===== src/rtl/eq_spi_tx.sv =====
// SPI controller-side transmitter: sends one WIDTH-bit word per frame, MSB first.
// The receiver samples sdo on the sck rising edge while ce (active high) frames the word.
// Optional macro EQ_SPI_TX_ABORT_EN adds the abort input and the aborted output.
// Ports:
//   clk, reset      : system clock and synchronous active-high reset
//   tx_data         : word to send (bit WIDTH-1 goes out first)
//   tx_valid        : source has a word on tx_data
//   tx_ready        : transmitter idle; the word is taken when tx_valid & tx_ready
//   sck, sdo, ce    : SPI pins (sck idles low)
//   done            : one-clk pulse at the end of a normal frame
//   abort, aborted  : (macro only) cancel a frame / one-clk pulse confirming it
module eq_spi_tx #(
    parameter int WIDTH   = 32,
    parameter int CLK_DIV = 4
) (
    input  logic             clk,
    input  logic             reset,
    input  logic [WIDTH-1:0] tx_data,
    input  logic             tx_valid,
    output logic             tx_ready,
    output logic             sck,
    output logic             sdo,
    output logic             ce,
    output logic             done
`ifdef EQ_SPI_TX_ABORT_EN
    ,
    input  logic             abort,
    output logic             aborted
`endif
);

    localparam int CW = $clog2(WIDTH);
    localparam int DW = (CLK_DIV > 1) ? $clog2(CLK_DIV) : 1;
    localparam logic [DW-1:0] DIV_MAX = DW'(CLK_DIV - 1);
    localparam logic [CW-1:0] BIT_TOP = CW'(WIDTH - 1);

    typedef enum logic [2:0] {IDLE, SETUP, HIGH, LOW, HOLD} state_t;

    state_t           state_q, state_d;
    logic [DW-1:0]    div_q, div_d;
    logic [CW-1:0]    bit_q, bit_d;
    logic [WIDTH-1:0] shreg_q, shreg_d;
    logic             ready_d, sck_d, sdo_d, ce_d, done_d;
    logic             phase_end;
`ifdef EQ_SPI_TX_ABORT_EN
    logic             aborted_d;
`endif

    assign phase_end = (div_q == DIV_MAX);

    always_ff @(posedge clk) begin
        if (reset) begin
            state_q  <= IDLE;
            div_q    <= '0;
            bit_q    <= '0;
            shreg_q  <= '0;
            tx_ready <= 1'b1;
            sck      <= 1'b0;
            sdo      <= 1'b0;
            ce       <= 1'b0;
            done     <= 1'b0;
`ifdef EQ_SPI_TX_ABORT_EN
            aborted  <= 1'b0;
`endif
        end else begin
            state_q  <= state_d;
            div_q    <= div_d;
            bit_q    <= bit_d;
            shreg_q  <= shreg_d;
            tx_ready <= ready_d;
            sck      <= sck_d;
            sdo      <= sdo_d;
            ce       <= ce_d;
            done     <= done_d;
`ifdef EQ_SPI_TX_ABORT_EN
            aborted  <= aborted_d;
`endif
        end
    end

    always_comb begin
        state_d = state_q;
        div_d   = '0;
        bit_d   = bit_q;
        shreg_d = shreg_q;
        ready_d = tx_ready;
        sck_d   = sck;
        sdo_d   = sdo;
        ce_d    = ce;
        done_d  = 1'b0;
`ifdef EQ_SPI_TX_ABORT_EN
        aborted_d = 1'b0;
`endif
        // Divider runs through every busy phase and wraps at the phase end.
        if (state_q != IDLE && !phase_end) begin
            div_d = div_q + 1'b1;
        end
        case (state_q)
            IDLE: begin
                if (tx_valid && tx_ready) begin
                    shreg_d = tx_data;
                    sdo_d   = tx_data[WIDTH-1];
                    ce_d    = 1'b1;
                    ready_d = 1'b0;
                    bit_d   = BIT_TOP;
                    state_d = SETUP;
                end
            end
            SETUP, LOW: begin
                if (phase_end) begin
                    sck_d   = 1'b1;
                    state_d = HIGH;
                end
            end
            HIGH: begin
                if (phase_end) begin
                    sck_d = 1'b0;
                    if (bit_q == '0) begin
                        state_d = HOLD;
                    end else begin
                        // Rotate so the next bit sits at the top; sdo only
                        // moves on the falling edge.
                        sdo_d   = shreg_q[WIDTH-2];
                        shreg_d = {shreg_q[WIDTH-2:0], shreg_q[WIDTH-1]};
                        bit_d   = bit_q - 1'b1;
                        state_d = LOW;
                    end
                end
            end
            HOLD: begin
                if (phase_end) begin
                    ce_d    = 1'b0;
                    sdo_d   = 1'b0;
                    done_d  = 1'b1;
                    ready_d = 1'b1;
                    state_d = IDLE;
                end
            end
            default: begin
                state_d = IDLE;
            end
        endcase
`ifdef EQ_SPI_TX_ABORT_EN
        if (abort && state_q != IDLE) begin
            state_d   = IDLE;
            div_d     = '0;
            ce_d      = 1'b0;
            sck_d     = 1'b0;
            sdo_d     = 1'b0;
            ready_d   = 1'b1;
            done_d    = 1'b0;
            aborted_d = 1'b1;
        end
`endif
    end

endmodule


===== config.mk =====
export PLATFORM = sky130hd
export DESIGN_NAME = eq_spi_tx
export DESIGN_NICKNAME = d
export VERILOG_FILES = /design/src/rtl/eq_spi_tx.sv
export SDC_FILE = /design/constraint.sdc
export NUM_CORES = 1
export LEC_CHECK = 0
export BUFFER_PORTS_ARGS = -buffer_cell sky130_fd_sc_hd__buf_2
export CORE_ASPECT_RATIO = 1.25
export CORE_UTILIZATION = 55
export DETAILED_ROUTE_END_ITERATION = 8
export PLACE_DENSITY = 0.88
export SYNTH_ARGS = -nofsm -noshare
export SYNTH_HDL_FRONTEND = slang
export SYNTH_SLANG_ARGS = --single-unit

===== constraint.sdc =====
create_clock -name clk -period 2.6 [get_ports clk]
set_input_delay 0.65 -clock clk [delete_from_list [all_inputs] [get_ports clk]]
set_output_delay 0.65 -clock clk [all_outputs]
set_load 0.02 [all_outputs]

==> qor.csv <==
metric,value,unit
critPathArrivalTime,2.22,ns
num_rows,26,
slew_violations,0,
critPathMaxStageDelay,0.40,ns
tightest_slew,0.627,ns
critPathLaunchType,flip-flop,
antenna_found_initial,0,
post_cts_resized,0,
rsz0062_at_grt,no,
synth_cell_types,39,
worst-path-stages,6,
hold_violations,0,
dp_hpwl,2.86,mm
yosysWarnings,0,
path_cells,ha_1 -> and4bb_2 -> a22o_2 -> buf_12 -> nor2_1 -> a311oi_2,
path_buf_inv,1,
dieArea,4540,um^2
ir_drop,0.000417,V
cts_hold_buf,0,
period_minus_slack,2.01,ns
seq_area_frac_synth,0.400,
synth_seq_cells,47,
htreeDepth,2,
clk_latency,0.30,ns
crit_family,simple AND/OR/NAND/NOR gates,
die_h,75.1,um
avgSynthCellArea,8.78,um^2
fill_cells,369,
multi_input_area,1280,um^2
drc,0,
skew,0.00875,ns
hold_path_class,flip-flop to flip-flop,
power_leakage,0.00100,uW
cts.sink_count,47,
design.portCount,40,
final_common_cell,nand2_1,
syn-num-nets,305,
regArea,941,um^2
core_area,4100,um^2
ant_nets,0,
avgRoutedWirePerCell,12.5,um
via_count,1973,
holdPathStages,1,
area_growth,11.9,%
port_buffers,39,
nNetsFinal,332,
worstSetupPathType,flip-flop to flip-flop,
vias_per_cell,5.61,
period_share,0.774,
overflow,0,
cp_slowest_cell,ha_1,
tritoncts,done,
num_antenna_cells,0,
clk_pin_slew,0.08,ns
cp-end-kind,flip-flop,
finalSetupViolCount,0,
max_freq,497,MHz
outcome,completed,
cts_root_buf,clkbuf_8,
layout_common_cells,"nand2_1, dfxtp_1, buf_2, nor2_1, a311oi_2",
synth_ff_type,dfxtp_1,
syn_inst,268,
grt_pass1_vias,1760,
holdWs,0.433,ns
finalWirelength,4.41,mm
drt_pre_antenna_iters,4,
grt_start_max_net_pins,67,
post_cts_buffers,0,
cts_made_buffers,5,
synth-edff-count,0,
rr_worst_depth,6,
syn_area,2350,um^2
path_max_fanout,66,
max-cap-violations,0,
dp.cells,344,
power_per_cell_area,571,nW/um^2
max-slew-margin-rel,0.576,
cts_buffer_depth,2,
gp_congestion,0.786,
die_w,60.5,um
fin_cells,352,
initial_core_util,0.574,
track_usage,0.221,
grt_pass1_wl,7.54,mm
tns,0,ns
drtIter0Drc,77,
drive_gt1_frac,0.294,
synthArstFlopShare,0,
required,2.81,ns
==> synth_stat cells, types with 3 or more instances <==
master,n,area share
a21oi_1,8,0.017
a22oi_1,3,0.0096
a311oi_1,5,0.019
a311oi_2,30,0.19
buf_2,3,0.0064
buf_6,4,0.019
clkbuf_1,15,0.024
dfxtp_1,47,0.40
inv_1,4,0.0064
nand2_1,69,0.11
nor2_1,38,0.061
nor3_1,4,0.0085
==> through the flow <==
step	instance area (um^2)	util	setup WS, ns	power [uW]
floorplan	2350	-	0.725	1040
global placement	2550	0.621	0.607	1080
detailed placement	2550	0.621	0.578	1090
CTS	2630	0.642	0.580	1510
global route	2630	0.642	0.382	1580
finish	2630	0.642	0.586	1500
==> sequential cells by signal, indices dropped and copies added, names as in the netlist <==
name	count
done	1
state_q	3
sck	1
div_q	2
shreg_q	32
ce	1
bit_q	5
sdo	1
tx_ready	1
==> routing by layer <==
layer  track usage  routed length [um]  share of wire  up-vias
li1              -                   -              -     1007
met1         0.256                1990           0.45      921
met2         0.379                2210           0.50       35
met3        0.0464                 119          0.027       10
met4         0.114                  84          0.019        0
met5             0                   0              0        -
==> cell type report <==
cell class,instances,area share
Multi-Input combinational cell,194,0.488
Sequential cell,47,0.357
Clock inverter,2,0.00475
Tap cell,56,0.0266
Clock buffer,6,0.0276
Inverter,4,0.00570
Timing Repair Buffer,43,0.0903
==> path summary, 6_finish.rpt <==
path,startpoint,end,slack [ns]
max reg2reg,div_q[0],shreg_q[13],0.59
min reg2reg,div_q[0],div_q[0],0.43
min,div_q[0],div_q[0],0.43
max,div_q[0],shreg_q[13],0.59
==> cells by family after synthesis <==
family          share of synthesized area
mux                               0.00426
buf+inv                            0.0574
fa+ha+maj                          0.0106
simple gates                        0.241
flops                               0.400
compound gates                      0.286
==> where the power goes <==
group | switching [uW] | leakage (uW) | total [uW] | internal [uW]
clock network | 239 | 0.0000412 | 427 | 188
logic | 138 | 0.000576 | 259 | 121
registers | 39.2 | 0.000387 | 818 | 779
total | 416 | 0.00100 | 1500 | 1090
Note: power is estimated with default switching activity, not from simulation.
